--- config.mk ---
export PLATFORM = sky130hd
export DESIGN_NAME = collision_detector
export DESIGN_NICKNAME = d
export VERILOG_FILES = /design/src/rtl/collision_detector_pkg.sv /design/src/rtl/collision_detector_jump_tracker.sv /design/src/rtl/collision_detector.sv
export SDC_FILE = /design/constraint.sdc
export NUM_CORES = 1
export LEC_CHECK = 0
export ABC_CLOCK_PERIOD_IN_PS = 2500
export BUFFER_PORTS_ARGS = -buffer_cell sky130_fd_sc_hd__buf_4
export CORE_MARGIN = 2
export CORE_UTILIZATION = 49
export DETAILED_ROUTE_END_ITERATION = 16
export PLACE_DENSITY = 0.82
export SETUP_SLACK_MARGIN = 0.2
export SYNTH_ARGS = -nofsm -noshare
export SYNTH_HDL_FRONTEND = slang
export SYNTH_HIERARCHICAL = 1
export SYNTH_SLANG_ARGS = --single-unit
export TNS_END_PERCENT = 5
--- constraint.sdc ---
create_clock -name clk_65mhz -period 2.5 [get_ports clk_65mhz]
set_input_delay 0.5 -clock clk_65mhz [delete_from_list [all_inputs] [get_ports clk_65mhz]]
set_output_delay 0.5 -clock clk_65mhz [all_outputs]
set_load 0.05 [all_outputs]
--- src/rtl/collision_detector_pkg.sv ---
// collision_detector_pkg: obstacle record, type codes, FSM states and hit window defaults.
package collision_detector_pkg;
  typedef enum logic [1:0] {IDLE, SCAN, DONE} state_t;
  localparam logic [1:0] OBS_LOW = 2'b00;
  localparam logic [1:0] OBS_TALL = 2'b01;
  localparam logic [1:0] OBS_PICKUP = 2'b10;
  localparam int NUM_OBSTACLES_DEF = 10;
  localparam logic [10:0] HIT_MIN_DEF = 11'd0;
  localparam logic [10:0] HIT_MAX_DEF = 11'd40;
  localparam logic [3:0] AIR_CHECKS_DEF = 4'd8;
  typedef struct packed {
    logic [1:0] kind;
    logic [10:0] position;
    logic [1:0] lane;
    logic active;
  } obstacle_t;
  // Type 2'b11 falls through as TALL: only PICKUP is harmless and only LOW is jumpable.
  function automatic logic collides(obstacle_t o, logic [1:0] lane, logic air, logic [10:0] lo, logic [10:0] hi);
    return o.active && o.lane == lane && o.position >= lo && o.position <= hi &&
           o.kind != OBS_PICKUP && !(o.kind == OBS_LOW && air);
  endfunction
endpackage

--- src/rtl/collision_detector_jump_tracker.sv ---
// jump_tracker: turns jump rising edges into an airborne window counted in accepted checks.
module jump_tracker
  import collision_detector_pkg::*;
#(
  parameter logic [3:0] AIR_CHECKS = AIR_CHECKS_DEF
) (
  input  logic clk_65mhz,
  input  logic rst_n,
  input  logic clear,
  input  logic jump,
  input  logic tick,
  output logic airborne
);
  logic jump_q;
  logic [3:0] count;
  assign airborne = count != 4'd0;
  always_ff @(posedge clk_65mhz) begin
    if (!rst_n) begin
      jump_q <= 1'b0;
      count <= 4'd0;
    end else begin
      jump_q <= jump;
      if (clear) count <= 4'd0;
      else if (jump && !jump_q && count == 4'd0) count <= AIR_CHECKS;
      else if (tick && count != 4'd0) count <= count - 4'd1;
    end
  end
endmodule

--- src/rtl/collision_detector.sv ---
// collision_detector: scans a snapshot of the obstacle list per check strobe and raises a sticky died flag.
module collision_detector
  import collision_detector_pkg::*;
#(
  parameter int NUM_OBSTACLES = NUM_OBSTACLES_DEF,
  parameter logic [10:0] HIT_MIN = HIT_MIN_DEF,
  parameter logic [10:0] HIT_MAX = HIT_MAX_DEF,
  parameter logic [3:0] AIR_CHECKS = AIR_CHECKS_DEF
) (
  input  logic clk_65mhz,
  input  logic rst_n,
  input  logic game_reset,
  input  logic playing,
  input  logic check,
  input  obstacle_t [NUM_OBSTACLES-1:0] obstacles,
  input  logic [1:0] lane,
  input  logic jump,
  output logic busy,
  output logic done,
  output logic died,
  output logic [3:0] hit_index,
  output logic [1:0] hit_type,
  output logic airborne,
  output logic overrun
);
  state_t state, state_n;
  obstacle_t [NUM_OBSTACLES-1:0] snap;
  logic [1:0] snap_lane;
  logic snap_play, snap_air;
  logic [3:0] idx, found_idx;
  logic [1:0] found_type;
  logic found, accept, last, hit_now;
  jump_tracker #(.AIR_CHECKS(AIR_CHECKS)) u_jump (
    .clk_65mhz(clk_65mhz),
    .rst_n(rst_n),
    .clear(game_reset),
    .jump(jump),
    .tick(accept),
    .airborne(airborne)
  );
  always_comb begin
    accept = check && state == IDLE && !game_reset;
    last = idx == 4'(NUM_OBSTACLES - 1);
    hit_now = state == SCAN && collides(snap[idx], snap_lane, snap_air, HIT_MIN, HIT_MAX);
    state_n = game_reset ? IDLE :
              state == IDLE ? (check ? SCAN : IDLE) :
              state == SCAN ? (last ? DONE : SCAN) : IDLE;
    busy = state == SCAN;
    done = state == DONE;
  end
  always_ff @(posedge clk_65mhz) begin
    if (!rst_n) begin
      state <= IDLE;
      snap <= '0;
      snap_lane <= 2'd0;
      snap_play <= 1'b0;
      snap_air <= 1'b0;
      idx <= 4'd0;
      found <= 1'b0;
      found_idx <= 4'd0;
      found_type <= 2'd0;
      died <= 1'b0;
      hit_index <= 4'd0;
      hit_type <= 2'd0;
      overrun <= 1'b0;
    end else begin
      state <= state_n;
      if (game_reset) begin
        found <= 1'b0;
        died <= 1'b0;
        hit_index <= 4'd0;
        hit_type <= 2'd0;
        overrun <= 1'b0;
      end else begin
        if (check && state != IDLE) overrun <= 1'b1;
        if (accept) begin
          snap <= obstacles;
          snap_lane <= lane;
          snap_play <= playing;
          snap_air <= airborne;
          idx <= 4'd0;
          found <= 1'b0;
        end
        if (state == SCAN) begin
          idx <= idx + 4'd1;
          if (hit_now && !found) begin
            found <= 1'b1;
            found_idx <= idx;
            found_type <= snap[idx].kind;
          end
          // Commit on the last scan edge so died rises together with done.
          if (last && (found || hit_now) && snap_play && !died) begin
            died <= 1'b1;
            hit_index <= found ? found_idx : idx;
            hit_type <= found ? found_type : snap[idx].kind;
          end
        end
      end
    end
  end
endmodule

==> qor.yml <==
finish:
  stdcell_area_um2: 10700
  fin_cells: 1341
  fin_nets: 1278
  final_common_cell: "nand2_1"
  drive_above_1_share: 0.270
  areaGrowthSynthToFinish_pct: 29.6
  fin_util: 0.646
  layout_common_cells: "nand2_1, buf_4, dfxtp_1, a21boi_0, mux2i_1"
synth:
  ys_warn_count: 6
  yosysSeqAreaShare: 0.462
  synth_edf_count: 0
  synthCells: 937
  yosysTopAreaCell: "dfxtp_1"
  synth_flop_cell: "dfxtp_1"
  syn_nets: 1108
  synth.distinct_cells: 59
  ys_ff_latch: 190
  synth_area_um2: 8240
  synth_top_area_share: 0.462
  synth_area_leaders: "dfxtp_1, nand2_1, a21boi_0"
  async_flop_share: 0
  avgSynthCellArea_um2: 8.79
clocking:
  cts_buffers: 17
  clkTransAtPathRegs_ns: 0.07
  clk_latency_ns: 0.44
  cts_tree: "done"
  clk_path_buf_depth: 2
  clkSinkCount: 190
  htreeDepth: 4
  postCtsHoldBufs: 0
  cts_root_buf: "clkbuf_16"
placement:
  dpl_worst_slack_ns: -0.197
  dpl_cell_area_um2: 9940
  dp_cells: 1305
  port_buffers: 178
  gp_congestion: 0.885
  dp.final_hpwl_um: 16400
sta:
  worst_slack_ns: -0.0233
  grt_setup_unrepaired: "true"
  skew_ns: 0.0164
  setup_viol: 1
  fin_crit_sh: 1.01
  hold_viol_final: 0
  finalCriticalPeriod_ns: 2.52
  hold_slack_ns: 0.273
  worst-slew-pin-transition_ns: 0.773
  fmax_ghz: 0.396
  maxSlewViolCount: 0
  max-slew-margin-rel: 0.485
setup_path:
  worstPathRequired_ns: 2.82
  start_kind: "flop"
  rr_worst_depth: 10
  cp_max_fo: 6
  criticalPathCategory: "reg2reg"
  regToRegStartpoint: "idx[0]"
  cp-end-kind: "flop"
  arrival_ns: 2.84
  worst-r2r-setup-slack_ns: -0.02
  rr_endpoint: "found_type[0]"
outcome:
  failed_checks: "negative setup slack"
  outcome: "finished, violations left"
power_and_ir_drop:
  p_leak_nw: 4.08
  power_density_nw_per_um2: 613
  vdd_drop_max_mv: 0.539
min_path:
  hold_class: "in2reg"
  holdPathStages: 2
  worstHoldStart: "obstacles[83]"
  whs_endpoint: "snap[83]"
global_routing:
  antenna_found_initial: 1
  grt_pass1_wl_um: 35800
  grt_overflow: 0
  grt_use_total: 0.255
  grt_pass1_vias: 7116
  grt_start_max_net_pins: 153
routing:
  drtIter0Drc: 613
  num_vias: 7307
  remaining_drc_errors: 0
  wirelength_um: 22700
  ant_nets: 0
  via_per_inst: 5.45
  wl_per_cell_um: 16.9
  dr.pass1.iters: 5
floorplan:
  die_height_um: 134
  io_pins: 179
  rows: 47
  initial_utilization: 0.499
  die_w_um: 134
  die_area_um2: 17900
  core_um2: 16500
flow_run:
  max-cap-violations: 0
[state kept, by name (all words and copies together), names as in the netlist]
register       flops
snap             160
found_idx          4
hit_index          4
idx                4
u_jump/count       4
found_type         2
hit_type           2
snap_lane          2
state              2
died               1
found              1
overrun            1
snap_air           1
snap_play          1
u_jump/jump_q      1
[logic make-up (layout without fill, tap and decap cells)]
logic type               Yosys count  after routing  synth area share
flip-flops                       190            190             0.462
XOR/XNOR                           2              2           0.00213
other                              0              1                 0
multiplexers                      50             50            0.0826
buffers and inverters             79            262            0.0421
AND/OR/NAND/NOR                  394            394             0.206
adder cells (fa/ha/maj)            3              3           0.00456
AO/OA/AOI/OAI                    219            219             0.201
[cell type report]
type                            count  area, um^2
Tap cell                          220         275
Inverter                           10        40.0
Clock inverter                     13         120
Timing Repair Buffer              220        1760
Antenna cell                        1        2.50
Clock buffer                       19         443
Fill cell                        1362        5850
Multi-Input combinational cell    668        4220
Sequential cell                   190        3810
[how the worst max path moves through the flow]
stage	startpoint	to	cells after the start	slack [ns]
after global routing	idx[0]	found_type[0]	11	-0.1
after global placement	idx[1]	hit_index[3]	9	-0.05
after floorplan	idx[1]	found_type[0]	10	0.12
after CTS	idx[0]	found_type[0]	11	0.05
final	idx[0]	found_type[0]	10	-0.02
after detailed placement	idx[0]	hit_index[1]	8	-0.20
[through the flow]
stage | TNS, ns | power, W
floorplan | 0 | 0.00363
global placement | -0.197 | 0.00399
detailed placement | -1.68 | 0.00400
CTS | 0 | 0.00655
global route | -0.768 | 0.00679
finish | -0.0233 | 0.00655
[cells in the mapped netlist (all sizes together), types with 2 or more instances]
| master | instances |
|---|---|
| nor3 | 6 |
| mux2 | 4 |
| ha | 3 |
| mux4 | 14 |
| a21oi | 10 |
| or4 | 2 |
| nor4 | 10 |
| or3 | 3 |
| a211oi | 6 |
| nand2 | 313 |
| and2 | 6 |
| o22ai | 4 |
| a22o | 15 |
| a31oi | 3 |
| nor2b | 10 |
| nand2b | 5 |
| clkbuf | 56 |
| nor3b | 6 |
| nand3 | 8 |
| o2111ai | 2 |
| nand4b | 2 |
| mux2i | 32 |
| a21boi | 149 |
| inv | 9 |
| dfxtp | 190 |
| o21ai | 10 |
| o31ai | 4 |
| o211ai | 3 |
| a2111oi | 2 |
| nor2 | 11 |
| nor4b | 5 |
| buf | 13 |
| nand3b | 2 |
[per-layer routing]
metal / share of wire / wire length, um / GRT usage / up-vias
met5: 0 / 0 / 0 / -
met4: 0.026 / 584 / 0.0916 / 0
met3: 0.062 / 1420 / 0.0495 / 35
met1: 0.44 / 9920 / 0.341 / 3420
li1: - / - / - / 3554
met2: 0.47 / 10800 / 0.414 / 298
[worst max-delay path, stage by stage, from the launching register on]
cell,delay (ns)
dfxtp_4,0.37
buf_12,0.11
mux4_2,0.47
mux2_2,0.28
inv_1,0.08
o31ai_2,0.09
a2111oi_4,0.30
buf_4,0.21
nand4_4,0.18
mux2i_1,0.17
and2_1,0.16
[repair_timing]
action,4_1_cts,5_1_grt
endpoints found under the hold margin,0,0
endpoints found under the setup margin,14,15
resized for setup,19,12
gates cloned,0,0
pin swaps,3,5
setup buffers,3,0
[where the power goes]
| part | switching [W] | internal [W] |
|---|---|---|
| sequential | 0.0000833 | 0.00315 |
| combinational | 0.000345 | 0.000377 |
| clock | 0.00125 | 0.00134 |
(Power assumes the default switching activity.)
